## src/rtl/ibex_hpm_counter_bank_pkg.sv

```systemverilog
// Shared constants, CSR numbers and types for the HPM counter bank.
package ibex_hpm_counter_bank_pkg;

  localparam int unsigned CsrAddrW    = 12;
  localparam int unsigned CsrDataW    = 32;
  localparam int unsigned PmcIdxW     = 5;
  localparam int unsigned PmcValW     = 64;
  localparam int unsigned HpmFirstIdx = 3;

  localparam int unsigned HPM_EV_IRQ_EN_BIT = 30;
  localparam int unsigned HPM_EV_EXP_EN_BIT = 31;

  typedef enum logic [11:0] {
    CSR_MCOUNTINHIBIT = 12'h320,
    CSR_MHPMEVENT3    = 12'h323,
    CSR_MHPMOVF       = 12'h7D8,
    CSR_MHPMCOUNTER3  = 12'hB03,
    CSR_MHPMCOUNTER3H = 12'hB83
  } csr_num_e;

  typedef enum logic [1:0] {
    EXP_IDLE,
    EXP_REQ,
    EXP_WFO
  } hpm_exp_state_e;

  // Counter snapshot handed to the external performance-monitor controller
  typedef struct packed {
    logic [PmcIdxW-1:0] idx;
    logic [PmcValW-1:0] val;
  } pmc_payload_t;

endpackage

```

## src/rtl/ibex_hpm_counter_bank_if.sv

```systemverilog
// CSR port and export handshake between the CSR file / controller and the bank.
interface ibex_hpm_counter_bank_if;
  import ibex_hpm_counter_bank_pkg::*;

  logic                csr_access;
  logic                csr_we;
  logic [CsrAddrW-1:0] csr_addr;
  logic [CsrDataW-1:0] csr_wdata;
  logic [CsrDataW-1:0] csr_rdata;
  logic                ovf_irq;
  logic                pmc_req;
  logic                pmc_ack;
  logic [PmcIdxW-1:0]  pmc_idx;
  logic [PmcValW-1:0]  pmc_val;

  modport master (
    output csr_access, csr_we, csr_addr, csr_wdata, pmc_ack,
    input  csr_rdata, ovf_irq, pmc_req, pmc_idx, pmc_val
  );

  modport slave (
    input  csr_access, csr_we, csr_addr, csr_wdata, pmc_ack,
    output csr_rdata, ovf_irq, pmc_req, pmc_idx, pmc_val
  );

endinterface

```

## src/rtl/ibex_hpm_counter.sv

```systemverilog
// One HPM counter: event mux, inhibit, LO/HI CSR write and wrap detection.
module ibex_hpm_counter
  import ibex_hpm_counter_bank_pkg::*;
#(
  parameter int unsigned CounterWidth = 48,
  parameter int unsigned NumEvents    = 16,
  parameter int unsigned EvSelW       = 4
) (
  input  logic                    clk_i,
  input  logic                    rst_i,
  input  logic [NumEvents-1:0]    events,
  input  logic [EvSelW-1:0]       sel,
  input  logic                    inhibit,
  input  logic                    wr_lo,
  input  logic                    wr_hi,
  input  logic [CsrDataW-1:0]     wdata,
  output logic [CounterWidth-1:0] count,
  output logic                    ovf_c
);

  localparam int unsigned HiW = CounterWidth - CsrDataW;

  logic ev_hit;
  logic inc;

  // Event 0 never counts; out-of-range selects are ignored
  assign ev_hit = (sel != '0) && (32'(sel) < NumEvents) && events[sel];
  assign inc    = ev_hit && !inhibit;
  // A CSR write suppresses both the increment and the wrap
  assign ovf_c  = inc && (&count) && !wr_lo && !wr_hi;

  // Counter register: CSR writes take priority over counting
  always_ff @(posedge clk_i or posedge rst_i) begin
    if (rst_i) begin
      count <= '0;
    end else if (wr_lo) begin
      count[CsrDataW-1:0] <= wdata;
    end else if (wr_hi) begin
      count[CounterWidth-1:CsrDataW] <= wdata[HiW-1:0];
    end else if (inc) begin
      count <= count + CounterWidth'(1);
    end
  end

endmodule

```

## src/rtl/ibex_hpm_counter_bank.sv

```systemverilog
// Performance-monitor counter bank with CSR access, overflow IRQ and export handshake.
module ibex_hpm_counter_bank
  import ibex_hpm_counter_bank_pkg::*;
#(
  parameter int unsigned NumCounters  = 8,
  parameter int unsigned CounterWidth = 48,
  parameter int unsigned NumEvents    = 16
) (
  input  logic                 clk_i,
  input  logic                 rst_i,
  input  logic [NumEvents-1:0] events_i,
  ibex_hpm_counter_bank_if.slave bus
);

  localparam int unsigned EvSelW = $clog2(NumEvents);

  logic                    csr_wr;
  logic [CounterWidth-1:0] count [NumCounters];
  logic [NumCounters-1:0]  ovf_set, wr_lo, wr_hi;
  logic [EvSelW-1:0]       ev_sel_q [NumCounters];
  logic [EvSelW-1:0]       ev_sel_d [NumCounters];
  logic [NumCounters-1:0]  irq_en_q, irq_en_d, exp_en_q, exp_en_d;
  logic [NumCounters-1:0]  inhibit_q, inhibit_d, pend_q, pend_d;
  logic [NumCounters-1:0]  w1c, exp_clr, cand;
  logic                    irq_q, irq_d;
  logic [CsrDataW-1:0]     rdata_c;
  hpm_exp_state_e          state_q, state_d;
  logic                    req_q, req_d;
  pmc_payload_t            pmc_q, pmc_d, pick;

  assign csr_wr = bus.csr_access & bus.csr_we;

  // Per-counter LO/HI write strobes
  always_comb begin : wr_decode
    for (int i = 0; i < NumCounters; i++) begin
      wr_lo[i] = csr_wr && (bus.csr_addr == 12'(CSR_MHPMCOUNTER3)  + 12'(i));
      wr_hi[i] = csr_wr && (bus.csr_addr == 12'(CSR_MHPMCOUNTER3H) + 12'(i));
    end
  end

  for (genvar g = 0; g < NumCounters; g++) begin : g_cnt
    ibex_hpm_counter #(
      .CounterWidth (CounterWidth),
      .NumEvents    (NumEvents),
      .EvSelW       (EvSelW)
    ) u_cnt (
      .clk_i   (clk_i),
      .rst_i   (rst_i),
      .events  (events_i),
      .sel     (ev_sel_q[g]),
      .inhibit (inhibit_q[g]),
      .wr_lo   (wr_lo[g]),
      .wr_hi   (wr_hi[g]),
      .wdata   (bus.csr_wdata),
      .count   (count[g]),
      .ovf_c   (ovf_set[g])
    );
  end

  // Next state of config registers and overflow status; a new wrap beats any clear
  always_comb begin : csr_next
    inhibit_d = inhibit_q;
    irq_en_d  = irq_en_q;
    exp_en_d  = exp_en_q;
    w1c       = '0;
    for (int i = 0; i < NumCounters; i++) begin
      ev_sel_d[i] = ev_sel_q[i];
    end
    if (csr_wr && (bus.csr_addr == 12'(CSR_MCOUNTINHIBIT))) begin
      inhibit_d = bus.csr_wdata[HpmFirstIdx +: NumCounters];
    end
    if (csr_wr && (bus.csr_addr == 12'(CSR_MHPMOVF))) begin
      w1c = bus.csr_wdata[HpmFirstIdx +: NumCounters];
    end
    for (int i = 0; i < NumCounters; i++) begin
      if (csr_wr && (bus.csr_addr == 12'(CSR_MHPMEVENT3) + 12'(i))) begin
        ev_sel_d[i] = bus.csr_wdata[EvSelW-1:0];
        irq_en_d[i] = bus.csr_wdata[HPM_EV_IRQ_EN_BIT];
        exp_en_d[i] = bus.csr_wdata[HPM_EV_EXP_EN_BIT];
      end
    end
    pend_d = ovf_set | (pend_q & ~w1c & ~exp_clr);
    irq_d  = |(pend_d & irq_en_d);
  end

  // Config, status and interrupt registers
  always_ff @(posedge clk_i or posedge rst_i) begin
    if (rst_i) begin
      inhibit_q <= '0;
      irq_en_q  <= '0;
      exp_en_q  <= '0;
      pend_q    <= '0;
      irq_q     <= 1'b0;
      for (int i = 0; i < NumCounters; i++) ev_sel_q[i] <= '0;
    end else begin
      inhibit_q <= inhibit_d;
      irq_en_q  <= irq_en_d;
      exp_en_q  <= exp_en_d;
      pend_q    <= pend_d;
      irq_q     <= irq_d;
      for (int i = 0; i < NumCounters; i++) ev_sel_q[i] <= ev_sel_d[i];
    end
  end

  // Export FSM state and registered handshake outputs
  always_ff @(posedge clk_i or posedge rst_i) begin
    if (rst_i) begin
      state_q <= EXP_IDLE;
      req_q   <= 1'b0;
      pmc_q   <= '0;
    end else begin
      state_q <= state_d;
      req_q   <= req_d;
      pmc_q   <= pmc_d;
    end
  end

  // Export FSM next state: lowest pending exportable counter wins
  always_comb begin : exp_next
    state_d = state_q;
    pmc_d   = pmc_q;
    exp_clr = '0;
    pick    = '0;
    cand    = pend_q & exp_en_q;
    for (int i = NumCounters - 1; i >= 0; i--) begin
      if (cand[i]) begin
        pick.idx = 5'(HpmFirstIdx + i);
        pick.val = 64'(count[i]);
      end
    end
    case (state_q)
      EXP_IDLE: begin
        if (|cand) begin
          state_d = EXP_REQ;
          pmc_d   = pick;
        end
      end
      EXP_REQ: begin
        if (bus.pmc_ack) begin
          state_d = EXP_WFO;
          for (int i = 0; i < NumCounters; i++) begin
            exp_clr[i] = (pmc_q.idx == 5'(HpmFirstIdx + i));
          end
        end
      end
      EXP_WFO: begin
        if (!bus.pmc_ack) state_d = EXP_IDLE;
      end
      default: state_d = EXP_IDLE;
    endcase
    req_d = (state_d == EXP_REQ);
  end

  // CSR read mux; unmapped addresses read zero
  always_comb begin : rd_mux
    rdata_c = '0;
    if (bus.csr_access) begin
      if (bus.csr_addr == 12'(CSR_MCOUNTINHIBIT)) rdata_c = 32'({inhibit_q, 3'b000});
      if (bus.csr_addr == 12'(CSR_MHPMOVF))       rdata_c = 32'({pend_q, 3'b000});
      for (int i = 0; i < NumCounters; i++) begin
        if (bus.csr_addr == 12'(CSR_MHPMEVENT3) + 12'(i)) begin
          rdata_c                    = 32'(ev_sel_q[i]);
          rdata_c[HPM_EV_IRQ_EN_BIT] = irq_en_q[i];
          rdata_c[HPM_EV_EXP_EN_BIT] = exp_en_q[i];
        end
        if (bus.csr_addr == 12'(CSR_MHPMCOUNTER3) + 12'(i)) begin
          rdata_c = count[i][CsrDataW-1:0];
        end
        if (bus.csr_addr == 12'(CSR_MHPMCOUNTER3H) + 12'(i)) begin
          rdata_c = 32'(count[i][CounterWidth-1:CsrDataW]);
        end
      end
    end
  end

  assign bus.csr_rdata = rdata_c;
  assign bus.ovf_irq   = irq_q;
  assign bus.pmc_req   = req_q;
  assign bus.pmc_idx   = pmc_q.idx;
  assign bus.pmc_val   = pmc_q.val;

endmodule
```

## src/flat_wrapper.sv

```systemverilog
// flat-port wrapper written by rule: the top's interface ports become plain ports
module ibex_hpm_counter_bank_flat import ibex_hpm_counter_bank_pkg::*;
#(
  parameter int unsigned NumCounters  = 8,
  parameter int unsigned CounterWidth = 48,
  parameter int unsigned NumEvents    = 16
)
  (clk_i, rst_i, events_i, bus_csr_access, bus_csr_we, bus_csr_addr, bus_csr_wdata, bus_pmc_ack, bus_csr_rdata, bus_ovf_irq, bus_pmc_req, bus_pmc_idx, bus_pmc_val);
  ibex_hpm_counter_bank_if bus_i ();
  input  logic clk_i;
  input  logic rst_i;
  input  logic [NumEvents-1:0] events_i;
  input wire logic [$bits(bus_i.csr_access)-1:0] bus_csr_access;
  input wire logic [$bits(bus_i.csr_we)-1:0] bus_csr_we;
  input wire logic [$bits(bus_i.csr_addr)-1:0] bus_csr_addr;
  input wire logic [$bits(bus_i.csr_wdata)-1:0] bus_csr_wdata;
  input wire logic [$bits(bus_i.pmc_ack)-1:0] bus_pmc_ack;
  output wire logic [$bits(bus_i.csr_rdata)-1:0] bus_csr_rdata;
  output wire logic [$bits(bus_i.ovf_irq)-1:0] bus_ovf_irq;
  output wire logic [$bits(bus_i.pmc_req)-1:0] bus_pmc_req;
  output wire logic [$bits(bus_i.pmc_idx)-1:0] bus_pmc_idx;
  output wire logic [$bits(bus_i.pmc_val)-1:0] bus_pmc_val;
  assign bus_i.csr_access = bus_csr_access;
  assign bus_i.csr_we = bus_csr_we;
  assign bus_i.csr_addr = bus_csr_addr;
  assign bus_i.csr_wdata = bus_csr_wdata;
  assign bus_i.pmc_ack = bus_pmc_ack;
  assign bus_csr_rdata = bus_i.csr_rdata;
  assign bus_ovf_irq = bus_i.ovf_irq;
  assign bus_pmc_req = bus_i.pmc_req;
  assign bus_pmc_idx = bus_i.pmc_idx;
  assign bus_pmc_val = bus_i.pmc_val;
  ibex_hpm_counter_bank #(.NumCounters(NumCounters), .CounterWidth(CounterWidth), .NumEvents(NumEvents)) u_core (.clk_i(clk_i), .rst_i(rst_i), .events_i(events_i), .bus(bus_i));
endmodule
```

## config.mk

```make
export PLATFORM = sky130hd
export DESIGN_NAME = ibex_hpm_counter_bank_flat
export DESIGN_NICKNAME = d
export VERILOG_FILES = /design/src/rtl/ibex_hpm_counter_bank_pkg.sv /design/src/rtl/ibex_hpm_counter_bank_if.sv /design/src/rtl/ibex_hpm_counter.sv /design/src/rtl/ibex_hpm_counter_bank.sv /design/src/flat_wrapper.sv
export SDC_FILE = /design/constraint.sdc
export NUM_CORES = 2
export LEC_CHECK = 0
export CORE_ASPECT_RATIO = 0.8
export CORE_MARGIN = 2
export CORE_UTILIZATION = 40
export DETAILED_ROUTE_END_ITERATION = 10
export DONT_BUFFER_PORTS = 1
export HOLD_SLACK_MARGIN = 0.1
export PLACE_DENSITY_LB_ADDON = 0.15
export SLEW_MARGIN = 0
export SYNTH_ARGS = -nofsm -noshare
export SYNTH_HDL_FRONTEND = slang
export SYNTH_SLANG_ARGS = --single-unit
```

## constraint.sdc

```tcl
create_clock -name clk_i -period 46.5 [get_ports clk_i]
set_clock_uncertainty 0.15 [all_clocks]
set_input_delay 4.65 -clock clk_i [delete_from_list [all_inputs] [get_ports clk_i]]
set_output_delay 4.65 -clock clk_i [all_outputs]
set_load 0.03 [all_outputs]
```

==> impl_metrics.yaml <==
setup_path:
  reg2reg_slack_ns: 42.05
  reg2regPathDepth: 7
  r2r_end: "u_core.g_cnt[0].u_cnt.count[40]"
  r2r-start: "u_core.g_cnt[0].u_cnt.count[2]"
  crit_end: "bus_csr_rdata[15]"
  cp-startpoint: "bus_csr_addr[11]"
  path_class: "in2out"
  cp-end-kind: "output port"
  cp_max_fo: 38
  arrival_ns: 8.89
  cp-start-kind: "input pin"
  required_ns: 41.70
place:
  gp_congestion: 1.01
  place_area_mm2: 0.0362
  io_buffers: 0
  dp_hpwl_um: 125000
synthesis:
  yosysSeqAreaShare: 0.357
  synth.distinct_cells: 89
  synth_commonest_cells: "a21oi_1, dfrtp_1, nor2_1"
  yosysWarnings: 0
  yosysTopAreaCell: "dfrtp_1"
  synth_ff_type: "dfrtp_1"
  syn-instance-count: 4468
  ys_async_sr_fraction: 1.00
  synth_top_area_share: 0.357
  avgSynthCellArea_um2: 7.92
  synth_most_common_cell: "a21oi_1"
  synth_area_mm2: 0.0354
  synth-seq-cells: 504
  synth_area_leaders: "dfrtp_1, a21oi_1, nor2_1, xnor2_1, o21ai_0"
  synth-edff-count: 0
power_and_ir_drop:
  leakagePower_uw: 0.0142
  total_power_uw: 988
  power.switching_uw: 250
  switching_share: 0.253
  ir_drop_mv: 0.0305
  power.density_cell_area_mw_per_mm2: 25.9
  intPower_uw: 738
  clkPwrFrac: 0.506
  power.share.sequential: 0.461
  pwr-share-comb: 0.032
finish:
  syn_to_final_growth_pct: 8.05
  num-fill-cells: 8929
  fin_area_mm2: 0.0382
  seq_area_mm2: 0.0126
  post-route-util: 0.436
  drive_gt1_frac: 0.0856
  multi_input_area_mm2: 0.0211
  final_nets: 4325
cts:
  clockBufferDepth: 3
  clk_latency_ns: 0.68
  cts_resized: 0
  numCtsBuffers: 59
  clk_pin_slew_ns: 0.06
  cts_hold_buf: 0
  cts_num_sinks: 504
  cts_root_buf: "clkbuf_16"
  cts_max_level: 2
  cts_setup_buffers: 0
  cts_tree: "done"
routing:
  viasPerCell: 6.81
  first_pass_iters: 7
  vias: 37400
  drt-total-wl_um: 178000
  drtAntennaViolNets: 0
  drt-initial-drc-count: 6088
  remaining_drc_errors: 0
  post_drt_wl_per_cell_um: 32.4
global_routing:
  overflow: 0
  grt_max_degree: 121
  grt_pass1_vias: 33600
  grt_pass1_wl_um: 253000
  antenna_found_initial: 21
  grt_usage: 0.381
floorplanning:
  coreArea_mm2: 0.0876
  die_height_um: 270
  rows: 97
  fp.dieW_um: 336
  initial_core_util: 0.404
  die_area_mm2: 0.0908
  num_io_pins: 168
sta:
  hold_viol_final: 0
  setup-violations-final: 0
  worst_pin_slew_ns: 1.26
  final_max_slew_viol_count: 0
  slew_headroom: 0.148
  rsz0062_at_grt: "no"
  tns_ns: 0
  fin_crit_sh: 0.294
  fin_crit_ns: 13.69
  fmax_ghz: 0.0730
flow_run:
  cap_violations: 0
outcome:
  status: "complete, no violations"
min_path:
  min_path_type: "reg2reg"
power by group through the flow:
| stage | clock [uW] | sequential, uW | combinational, uW |
|---|---|---|---|
| floorplan | 0 | 457 | 30.1 |
| global placement | 0 | 463 | 31.5 |
| detailed placement | 0 | 463 | 31.8 |
| CTS | 501 | 455 | 31.9 |
| global route | 520 | 456 | 35.3 |
| finish | 500 | 456 | 31.8 |
layout by cell type (no fill, tap or decap), types with 43 or more instances in the layout:
| cell | instances |
|---|---|
| inv_1 | 92 |
| nand3_1 | 270 |
| and3_1 | 57 |
| nor3_1 | 87 |
| xnor2_1 | 187 |
| nor2_1 | 479 |
| buf_4 | 91 |
| nand4_1 | 125 |
| a211oi_1 | 60 |
| a22oi_1 | 72 |
| clkbuf_16 | 60 |
| nor4_1 | 51 |
| o22ai_1 | 58 |
| a21oi_1 | 568 |
| xor2_1 | 61 |
| nand2_1 | 382 |
| mux2_2 | 66 |
| dfrtp_1 | 504 |
| a221oi_1 | 43 |
| o21ai_0 | 318 |
| or3_1 | 55 |
| a311oi_1 | 51 |
registers in the layout, indices dropped and copies added, names as in the netlist, 2 cells and up:
signal                    flops
u_core.g_cnt.u_cnt.count    384
u_core.pend_q                 8
u_core.ev_sel_q              32
u_core.irq_en_q               8
u_core.bus.pmc_val           48
u_core.inhibit_q              8
u_core.bus.pmc_idx            4
u_core.state_q                2
u_core.exp_en_q               8
worst max-delay path, stage by stage:
cell	delay, ns
or4b_2	0.18
buf_4	0.46
nor3_2	0.10
buf_4	0.33
nor2_1	0.81
o21ai_0	0.50
a31oi_1	0.79
o22ai_1	0.15
a41oi_1	0.88
cell families after synthesis:
logic type / count (synthesis) / share of synthesized area
AOI/OAI and AO/OA: 1403 / 0.241
xor gates and xnor gates: 248 / 0.0614
adders and majority gates: 8 / 0.00283
buffers and inverters: 477 / 0.0544
DFF: 504 / 0.357
muxes: 116 / 0.0429
other: 1 / 0.000106
and+or+nand+nor: 1711 / 0.240
metal layers:
metal	wire, um	track usage
met1	73200	0.541
met2	71000	0.521
met3	25200	0.141
met4	8040	0.141
met5	145	0
cell type report:
class	instances	share of cell area
multi-input combinational	3503	0.551
antenna	2	0.000131
sequential	504	0.330
inverter	93	0.00933
clock buffer	80	0.0439
tap	1188	0.0389
clock inverter	28	0.00861
timing repair buffer	91	0.0179
stage by stage:
step,setup slack [ns],cells,hold WS (ns)
2_1_floorplan,27.63,4484,0.344
3_3_place_gp,33.16,5379,0.361
3_5_place_dp,33.16,5379,0.370
4_1_cts,33.15,5487,0.383
5_1_grt,32.80,5487,0.402
6_report,32.81,5489,0.387
worst min-delay path by stage:
stage / slack (ns) / end / start / depth (start not counted)
finish: 0.39 / u_core.ev_sel_q[27] / u_core.ev_sel_q[27] / 1
global placement: 0.36 / u_core.irq_en_q[7] / u_core.irq_en_q[7] / 1
global route: 0.40 / u_core.irq_en_q[3] / u_core.irq_en_q[3] / 1
CTS: 0.38 / u_core.irq_en_q[7] / u_core.irq_en_q[7] / 1
detailed placement: 0.37 / u_core.irq_en_q[7] / u_core.irq_en_q[7] / 1
floorplan: 0.34 / u_core.exp_en_q[7] / u_core.exp_en_q[7] / 1
Note: power is estimated with default switching activity, not from simulation.
